<file path="src/rtl/uncache_axi_bridge.sv">
`default_nettype none
// +--------------------------------------------------------------------------+
// | Module      : uncache_axi_bridge                                         |
// | Description : Responder for the uncached-access request interface.       |
// |               Turns one held request (en/wsel/addr/wdata) into a single- |
// |               beat AXI4 read or write, returns read data and a one-cycle |
// |               refresh pulse on completion. One transaction in flight.    |
// | Ports       : clk, resetn (async, active low)                            |
// |               req_en/req_wsel/req_addr/req_wdata  request in             |
// |               req_rdata/refresh                   completion out         |
// |               AR/R/AW/W/B                         AXI4 manager channels  |
// |               timeout (only with UNCACHE_TIMEOUT_EN)                     |
// | Options     : `define UNCACHE_TIMEOUT_EN adds a watchdog that forces     |
// |               completion after TIMEOUT_CYCLES (debug bring-up only).     |
// | Revision    : 1.0  initial release                                       |
// +--------------------------------------------------------------------------+
module uncache_axi_bridge #(
  parameter logic [3:0]  AXI_ID         = 4'b0001,
  parameter int unsigned TIMEOUT_CYCLES = 1024
) (
  input  logic        clk,
  input  logic        resetn,
  // request interface
  input  logic        req_en,
  input  logic [3:0]  req_wsel,
  input  logic [31:0] req_addr,
  input  logic [31:0] req_wdata,
  output logic [31:0] req_rdata,
  output logic        refresh,
  // AXI read address
  output logic [3:0]  arid,
  output logic [31:0] araddr,
  output logic [7:0]  arlen,
  output logic [2:0]  arsize,
  output logic [1:0]  arburst,
  output logic        arvalid,
  input  logic        arready,
  // AXI read data
  input  logic [3:0]  rid,
  input  logic [31:0] rdata,
  input  logic [1:0]  rresp,
  input  logic        rlast,
  input  logic        rvalid,
  output logic        rready,
  // AXI write address
  output logic [3:0]  awid,
  output logic [31:0] awaddr,
  output logic [7:0]  awlen,
  output logic [2:0]  awsize,
  output logic [1:0]  awburst,
  output logic        awvalid,
  input  logic        awready,
  // AXI write data
  output logic [31:0] wdata,
  output logic [3:0]  wstrb,
  output logic        wlast,
  output logic        wvalid,
  input  logic        wready,
  // AXI write response
  input  logic [3:0]  bid,
  input  logic [1:0]  bresp,
  input  logic        bvalid,
  output logic        bready
`ifdef UNCACHE_TIMEOUT_EN
  ,
  output logic        timeout
`endif
);

  typedef enum logic [2:0] {
    S_IDLE    = 3'd0,
    S_RD_ADDR = 3'd1,
    S_RD_DATA = 3'd2,
    S_WR_REQ  = 3'd3,
    S_WR_RESP = 3'd4,
    S_DONE    = 3'd5
  } state_t;

  localparam logic [15:0] c_TMO_LAST = 16'(TIMEOUT_CYCLES - 1);

  state_t      r_state;
  state_t      w_state_nxt;

  logic        r_aw_done;
  logic        r_w_done;
  logic [31:0] r_araddr;
  logic [31:0] r_awaddr;
  logic [31:0] r_wdata;
  logic [3:0]  r_wstrb;
  logic [2:0]  r_awsize;
  logic [31:0] r_rdata;

  logic        w_accept;
  logic        w_is_write;
  logic        w_awvalid;
  logic        w_wvalid;
  logic        w_aw_hs;
  logic        w_w_hs;
  logic        w_tmo_fire;

  // Narrowest AXI size covering the strobe pattern; only aligned halfwords
  // get size 1, anything irregular is issued as a full word with strobes.
  function automatic logic [2:0] f_awsize(input logic [3:0] i_sel);
    case (i_sel)
      4'b0001, 4'b0010, 4'b0100, 4'b1000: f_awsize = 3'd0;
      4'b0011, 4'b1100:                   f_awsize = 3'd1;
      default:                            f_awsize = 3'd2;
    endcase
  endfunction

  assign w_accept   = (r_state == S_IDLE) && req_en;
  assign w_is_write = |req_wsel;

  // AW and W each drop independently once their own handshake is seen.
  assign w_awvalid  = (r_state == S_WR_REQ) && !r_aw_done;
  assign w_wvalid   = (r_state == S_WR_REQ) && !r_w_done;
  assign w_aw_hs    = w_awvalid && awready;
  assign w_w_hs     = w_wvalid && wready;

  // ---------------------------------------------------------------- watchdog
`ifdef UNCACHE_TIMEOUT_EN
  logic [15:0] r_tmo_cnt;
  logic        r_timeout;

  assign w_tmo_fire = (r_state != S_IDLE) && (r_state != S_DONE) &&
                      (r_tmo_cnt == c_TMO_LAST);

  always_ff @(posedge clk or negedge resetn) begin
    if (!resetn) begin
      r_tmo_cnt <= 16'd0;
      r_timeout <= 1'b0;
    end else begin
      if (r_state == S_IDLE) begin
        r_tmo_cnt <= 16'd0;
      end else if (r_state != S_DONE) begin
        r_tmo_cnt <= r_tmo_cnt + 16'd1;
      end
      // Set on the edge into DONE, cleared on the edge out of it.
      r_timeout <= w_tmo_fire;
    end
  end

  assign timeout = r_timeout;

  logic w_unused_ok;
  assign w_unused_ok = ^{rid, rresp, rlast, bid, bresp};
`else
  assign w_tmo_fire = 1'b0;

  logic w_unused_ok;
  assign w_unused_ok = ^{rid, rresp, rlast, bid, bresp, c_TMO_LAST};
`endif

  // ------------------------------------------------------------------- FSM
  always_ff @(posedge clk or negedge resetn) begin
    if (!resetn) begin
      r_state <= S_IDLE;
    end else begin
      r_state <= w_state_nxt;
    end
  end

  always_comb begin
    w_state_nxt = r_state;
    case (r_state)
      S_IDLE: begin
        if (req_en) begin
          w_state_nxt = w_is_write ? S_WR_REQ : S_RD_ADDR;
        end
      end
      S_RD_ADDR: begin
        if (arready) begin
          w_state_nxt = S_RD_DATA;
        end
      end
      S_RD_DATA: begin
        if (rvalid) begin
          w_state_nxt = S_DONE;
        end
      end
      S_WR_REQ: begin
        // A channel counts as complete if it finished earlier or right now.
        if ((r_aw_done || w_aw_hs) && (r_w_done || w_w_hs)) begin
          w_state_nxt = S_WR_RESP;
        end
      end
      S_WR_RESP: begin
        if (bvalid) begin
          w_state_nxt = S_DONE;
        end
      end
      S_DONE: begin
        w_state_nxt = S_IDLE;
      end
      default: begin
        w_state_nxt = S_IDLE;
      end
    endcase
    if (w_tmo_fire) begin
      w_state_nxt = S_DONE;
    end
  end

  // ---------------------------------------------- write channel completion
  always_ff @(posedge clk or negedge resetn) begin
    if (!resetn) begin
      r_aw_done <= 1'b0;
      r_w_done  <= 1'b0;
    end else if ((r_state != S_WR_REQ) || (w_state_nxt != S_WR_REQ)) begin
      r_aw_done <= 1'b0;
      r_w_done  <= 1'b0;
    end else begin
      if (w_aw_hs) begin
        r_aw_done <= 1'b1;
      end
      if (w_w_hs) begin
        r_w_done <= 1'b1;
      end
    end
  end

  // -------------------------------------------------------------- datapath
  always_ff @(posedge clk or negedge resetn) begin
    if (!resetn) begin
      r_araddr <= 32'd0;
      r_awaddr <= 32'd0;
      r_wdata  <= 32'd0;
      r_wstrb  <= 4'd0;
      r_awsize <= 3'd0;
      r_rdata  <= 32'd0;
    end else begin
      if (w_accept) begin
        if (w_is_write) begin
          r_awaddr <= req_addr;
          r_wdata  <= req_wdata;
          r_wstrb  <= req_wsel;
          r_awsize <= f_awsize(req_wsel);
        end else begin
          r_araddr <= req_addr;
        end
      end
      if (w_tmo_fire) begin
        r_rdata <= 32'hDEADBEEF;
      end else if ((r_state == S_RD_DATA) && rvalid) begin
        r_rdata <= rdata;
      end
    end
  end

  // --------------------------------------------------------------- outputs
  // Handshake controls decode straight from the state register so that an
  // asynchronous reset removes them immediately.
  assign arvalid   = (r_state == S_RD_ADDR);
  assign rready    = (r_state == S_RD_DATA);
  assign awvalid   = w_awvalid;
  assign wvalid    = w_wvalid;
  assign bready    = (r_state == S_WR_RESP);
  assign refresh   = (r_state == S_DONE);

  assign req_rdata = r_rdata;

  assign arid      = AXI_ID;
  assign araddr    = r_araddr;
  assign arlen     = 8'd0;
  assign arsize    = 3'd2;
  assign arburst   = 2'b01;

  assign awid      = AXI_ID;
  assign awaddr    = r_awaddr;
  assign awlen     = 8'd0;
  assign awsize    = r_awsize;
  assign awburst   = 2'b01;

  assign wdata     = r_wdata;
  assign wstrb     = r_wstrb;
  assign wlast     = 1'b1;

endmodule
`default_nettype wire

</file>
<file path="config.mk">
export PLATFORM = sky130hd
export DESIGN_NAME = uncache_axi_bridge
export DESIGN_NICKNAME = d
export VERILOG_FILES = /design/src/rtl/uncache_axi_bridge.sv
export SDC_FILE = /design/constraint.sdc
export NUM_CORES = 1
export LEC_CHECK = 0
export ABC_AREA = 1
export CAP_MARGIN = 40
export CELL_PAD_IN_SITES_DETAIL_PLACEMENT = 1
export CELL_PAD_IN_SITES_GLOBAL_PLACEMENT = 1
export CORE_MARGIN = 2
export CORE_UTILIZATION = 30
export CTS_CLUSTER_DIAMETER = 50
export DETAILED_ROUTE_END_ITERATION = 16
export GPL_ROUTABILITY_DRIVEN = 0
export PLACE_DENSITY = 0.92
export SKIP_LAST_GASP = 1
export SYNTH_ARGS = -nofsm -noshare
export SYNTH_HDL_FRONTEND = slang
export SYNTH_SLANG_ARGS = --single-unit
</file>
<file path="constraint.sdc">
create_clock -name clk -period 1.95 [get_ports clk]
set_input_delay 0.2925 -clock clk [delete_from_list [all_inputs] [get_ports clk]]
set_output_delay 0.2925 -clock clk [all_outputs]
set_load 0.02 [all_outputs]
</file>
== Yosys cells after proc, flatten, opt, wreduce, memory -nomap -nowiden ==
Cells that the tools add are included.

* Bits in registers: 140
* Latch bits: 0
* Memory bits (writable): 0
* ROM bits: 0
* Input bits: 121
* Output and inout port bits: 173
* Logic and storage cells: 55
* Memories: 0

* $add $sub $neg: 0
* $mul: 0
* Div/mod/pow operators: 0
* $lt $le $gt $ge: 0
* Eq/ne operators: 13
* Shift-type cells: 0
* Multiplexer cells: 12
* Bitwise logic cells: 1
* Reduce and logical (&&, ||, !) cells: 20

{| class="wikitable"
|+ Operators with widths
! cell !! number
|-
| 3-bit two-way mux || 5
|-
| 3-bit case mux with 5 select lines || 1
|-
| 4-bit by 2-bit equality test with 1-bit output, second input constant || 2
|-
| 4-bit equality test, second input constant || 2
|-
| 4-bit OR reduction || 2
|-
| 1-bit logical AND || 7
|-
| 3-bit by 2-bit equality test with 1-bit output, second input constant || 2
|-
| 3-bit equality test, second input constant || 2
|-
| 3-bit by 2-bit != test with 1-bit output, second input constant || 2
|-
| 4-bit by 1-bit equality test with 1-bit output, second input constant || 1
|-
| 4-bit by 3-bit equality test with 1-bit output, second input constant || 1
|-
| 1-bit two-way mux || 4
|-
| 2-bit case mux with 2 select lines || 1
|-
| 2-bit AND reduction || 2
|-
| 2-bit nonzero test || 2
|-
| 3-bit by 1-bit equality test with 1-bit output, second input constant || 1
|-
| 3-bit zero test || 1
|-
| 1-bit logical OR || 3
|-
| 1-bit zero test || 2
|-
| 2-bit two-way mux || 1
|-
| 2-bit OR reduction || 1
|-
| 1-bit inverter || 1
|}

== Logic depth before layout (Yosys ltp) ==
* Depth after elaboration: 10
* Mapped depth: 8
* Depth with buffers taken out: 7

== Worst setup path after synthesis ==
No wires, ideal clock.

* Kind: reg2out
* Start point: register r_state[0]
* End point: output awvalid
* Arrival: 1.050 ns
* Data required time: 1.657 ns
* Setup slack: 0.607 ns
* Cell stages (with the launch flop): 5
* Path through: dfrtp_1 > nand2_1 > nor2_1 > inv_1 > nor2_1

* Word-level cells in the longest chain between the ends: 2

{| class="wikitable"
|+ Ends and longest elaborated chain
! item !! RTL line !! source
|-
| from (decl) || 81 || <nowiki>state_t r_state;</nowiki>
|-
| from (signal assigned) || 159 || <nowiki>r_state <= w_state_nxt;</nowiki>
|-
| 3-bit by 2-bit equality test with 1-bit output || 115 || <nowiki>assign w_awvalid = (r_state == S_WR_REQ) && !r_aw_done;</nowiki>
|-
| 1-bit logical AND || 115 ||
|-
| to (decl) || 51 || <nowiki>output logic awvalid,</nowiki>
|}

Every way passes these cells.

== Worst setup path after layout ==
* Start point: register r_state[2]
* End point: output arvalid

* Word-level cells in the longest chain between the ends: 1

{| class="wikitable"
|+ Ends and longest elaborated chain
! item !! RTL line !! source
|-
| 3-bit by 1-bit equality test with 1-bit output || 253 || <nowiki>assign arvalid = (r_state == S_RD_ADDR);</nowiki>
|-
| to (decl) || 36 || <nowiki>output logic arvalid,</nowiki>
|}

Every way passes these cells.

==> flow_summary_export.csv <==
group,metric,value,unit
status,status,"complete, no violations",
sta,hold_viol,0,
sta,post-route-min-period,1.834,ns
drt,drt_wl_total,18.29,mm
floorplanning,die_y,141.8,µm
final_layout,final_core_util,48.04,%
logic_synthesis,ys_seq_elements,139,
power_and_ir_drop,combPwrFrac,46.0,%
drt,routedLengthMet1,6.915,mm
drt,dr.max_layer_used,"met4",
drt,routedWlPerCell,16.22,µm
power_and_ir_drop,p_clk_share,22.4,%
power_and_ir_drop,p_leak,4.418,nW
floorplanning,start_util,30.57,%
global_routing,grt_pass1_wl,28.38,mm
logic_synthesis,synth-seq-area-share,61.03,%
final_layout,diodes,0,
worst_setup_path,cp.required,1.66,ns
worst_setup_path,crit_type,"register to output pin",
global_routing,track_usage,18.22,%
logic_synthesis,synth-edff-count,0,
clock_tree,post_cts_buffers,0,
clock_tree,cts_inserted_buffers,17,
final_layout,areaGrowthSynthToFinish,57.15,%
flow_run,drv_cap,0,
drt,drcViolationCount,0,
logic_synthesis,synth_cells,627,
clock_tree,clock_path_buffers,2,
logic_synthesis,syn_area,5699,µm²
worst_setup_path,crit_path_start_kind,"register",
drt,first_iter_violations,163,
drt,dr_wl_met3,1.209,mm
drt,viasPerCell,4.435,
sta,setup_ws,0.1156,ns
power_and_ir_drop,p_sw,6.115,mW
floorplanning,dieArea,20120,µm²
sta,fin_tns_setup,0,ns
sta,drv_slew,0,
logic_synthesis,synthMostInstantiatedCell,"nand2_1",
power_and_ir_drop,seq_power_share,31.6,%
final_layout,layout-drive-gt1-share,7.279,%
logic_synthesis,yosysUniqueCellTypes,22,
power_and_ir_drop,irDropWorstVdd,0.7728,mV
place,io_buffers,247,
place,dpl_cell_area,8325,µm²
final_layout,fillers,2141,
worst_setup_path,reg2reg_from,"r_state[2]$_DFF_PN0_",
sta,fmax,0.5451,GHz
clock_tree,cts_root_buf,"clkbuf_16",
floorplanning,core_area,18640,µm²
drt,drt_pass1_iterations,4,
sta,setup_viol,0,
power_and_ir_drop,internal-power,9.803,mW
clock_tree,cts_tree,"done",
logic_synthesis,synthTopCellsByCount,"nand2_1 (288), dfrtp_1 (139), o21ai_1 (60), inv_1 (40), buf_4 (39)",
sta,rsz0062_at_grt,"no",
global_routing,antenna_found_initial,0,
global_routing,overflow,0,
worst_setup_path,ff2ff_path_depth,7,
min_path,hold_path.class,"primary input to register",
sta,clock_skew,0.01320,ns
worst_setup_path,arrival,1.54,ns
drt,dr_wl_met2,9.450,mm
logic_synthesis,ys.flop_type,"dfrtp_1",
logic_synthesis,avgSynthCellArea,9.090,µm²
clock_tree,cts.sinks,139,
logic_synthesis,netlist_top_cells_area,"dfrtp_1 (61%), nand2_1 (19%), o21ai_1 (5.3%)",
floorplanning,row_count,50,
worst_setup_path,r2r_end,"awaddr[23]$_DFFE_PN0P_",
place,pre_cts_slack,0.1414,ns
global_routing,grt_pass1_vias,5434,
logic_synthesis,async_flop_share,100.0,%
final_layout,finalNetCount,1001,
clock_tree,h-tree-depth,4,
clock_tree,clk_pin_slew,0.06,ns
clock_tree,clk_latency,0.42,ns
floorplanning,die_x,141.8,µm
drt,drt.antenna.violating_nets,0,
worst_setup_path,endpoint_kind,"output pin",
worst_setup_path,setup.worst_path.end,"arvalid",
drt,dr_total_vias,4998,
logic_synthesis,yosysTopAreaCellShare,61.03,%
final_layout,final_area,8956,µm²
sta,post-route-period-util,94.07,%
power_and_ir_drop,switching_share,38.42,%
worst_setup_path,crit_start,"r_state[2]$_DFF_PN0_",
logic_synthesis,yosysTopAreaCell,"dfrtp_1",
worst_setup_path,reg2reg_setup_slack,0.38,ns
floorplanning,ios,294,
place,place_hpwl,13.28,mm
global_routing,grt_max_degree,65,
worst_setup_path,cp_max_fo,7,
power_and_ir_drop,p_per_area,1777,nW/µm²
logic_synthesis,synth-warning-count,0,
==> worst min path at each step <==
stage | from | to | slack (ns) | cells past startpoint
after floorplan | resetn | araddr[0]$_DFFE_PN0P_ | -0.003 | 0
after global placement | resetn | awaddr[3]$_DFFE_PN0P_ | 0.26 | 1
after detailed placement | resetn | araddr[28]$_DFFE_PN0P_ | 0.27 | 1
after CTS | resetn | araddr[28]$_DFFE_PN0P_ | 0.39 | 2
after global routing | req_wdata[8] | wdata[8]$_DFFE_PN0P_ | 0.39 | 3
final | rdata[22] | req_rdata[22]$_DFFE_PN0P_ | 0.41 | 3
==> through the flow <==
step	cells	hold slack [ns]	power [mW]
after CTS	1127	0.3868	16.15
after global placement	1094	0.2613	12.13
after detailed placement	1094	0.2704	12.50
after floorplan	658	-0.003091	8.704
final	1127	0.4131	15.92
after global routing	1127	0.3921	16.86
==> cell usage in the layout, fill, tap and decap left out, types with 4 or more instances in the layout <==
cell type,netlist,final
nand4_1,5,5
dfrtp_1,139,138
bufinv_16,0,5
buf_12,0,6
nand2_1,288,288
clkbuf_2,0,4
buf_4,39,8
conb_1,2,33
inv_2,5,5
inv_1,40,40
clkbuf_16,0,17
clkdlybuf4s50_1,0,240
nor2_1,10,10
o21ai_1,60,60
==> power groups by stage <==
stage	Sequential (mW)	Clock, mW	Combinational (mW)
after floorplan	6.57	0	2.14
after global placement	4.95	0	7.18
after detailed placement	5.06	0	7.44
after CTS	5.04	3.66	7.44
after global routing	5.19	3.79	7.88
final	5.03	3.57	7.32
==> area by class of cell <==
cell class | instances | area, µm² | area share, %
clock buffer | 21 | 450.4 | 5.029
clock inverter | 11 | 191.4 | 2.137
inverter | 45 | 168.9 | 1.886
multi-input combinational | 415 | 1732 | 19.33
sequential | 139 | 3480 | 38.85
tap | 234 | 292.8 | 3.269
timing repair buffer | 262 | 2641 | 29.49
==> worst max-delay path: stages, from the launching register on <==
cell and delay, ns:
dfrtp_1 0.43, inv_2 0.15, nand3_1 0.14, inv_1 0.07, dlygate4sd2_1 0.36
==> logic make-up after synthesis <==
family / synth area share [%]
flip-flops: 61.03
buffers and inverters: 10.63
other: 0.1318
AND/OR/NAND/NOR: 22.28
AO/OA/AOI/OAI: 5.927
==> registers in the layout (all words and copies together) (netlist names) <==
| register | cells |
|---|---|
| r_w_done | 1 |
| req_rdata | 32 |
| araddr | 32 |
| r_aw_done | 1 |
| awsize | 2 |
| awaddr | 32 |
| wdata | 32 |
| wstrb | 4 |
| r_state | 3 |
==> repair_timing <==
| action | CTS | global route |
|---|---|---|
| hold endpoints to repair | 45 | 0 |
| gates resized for setup | 8 | 7 |
| hold buffers | 1 | 0 |
| setup endpoints to repair | 6 | 5 |
==> per-layer routing <==
layer,GRT usage (%),up-vias
met2,32.58,188
met4,9.263,0
li1,-,2366
met5,0,-
met3,6.075,48
met1,19.11,2396
Power figures use the tool's default switching activity.
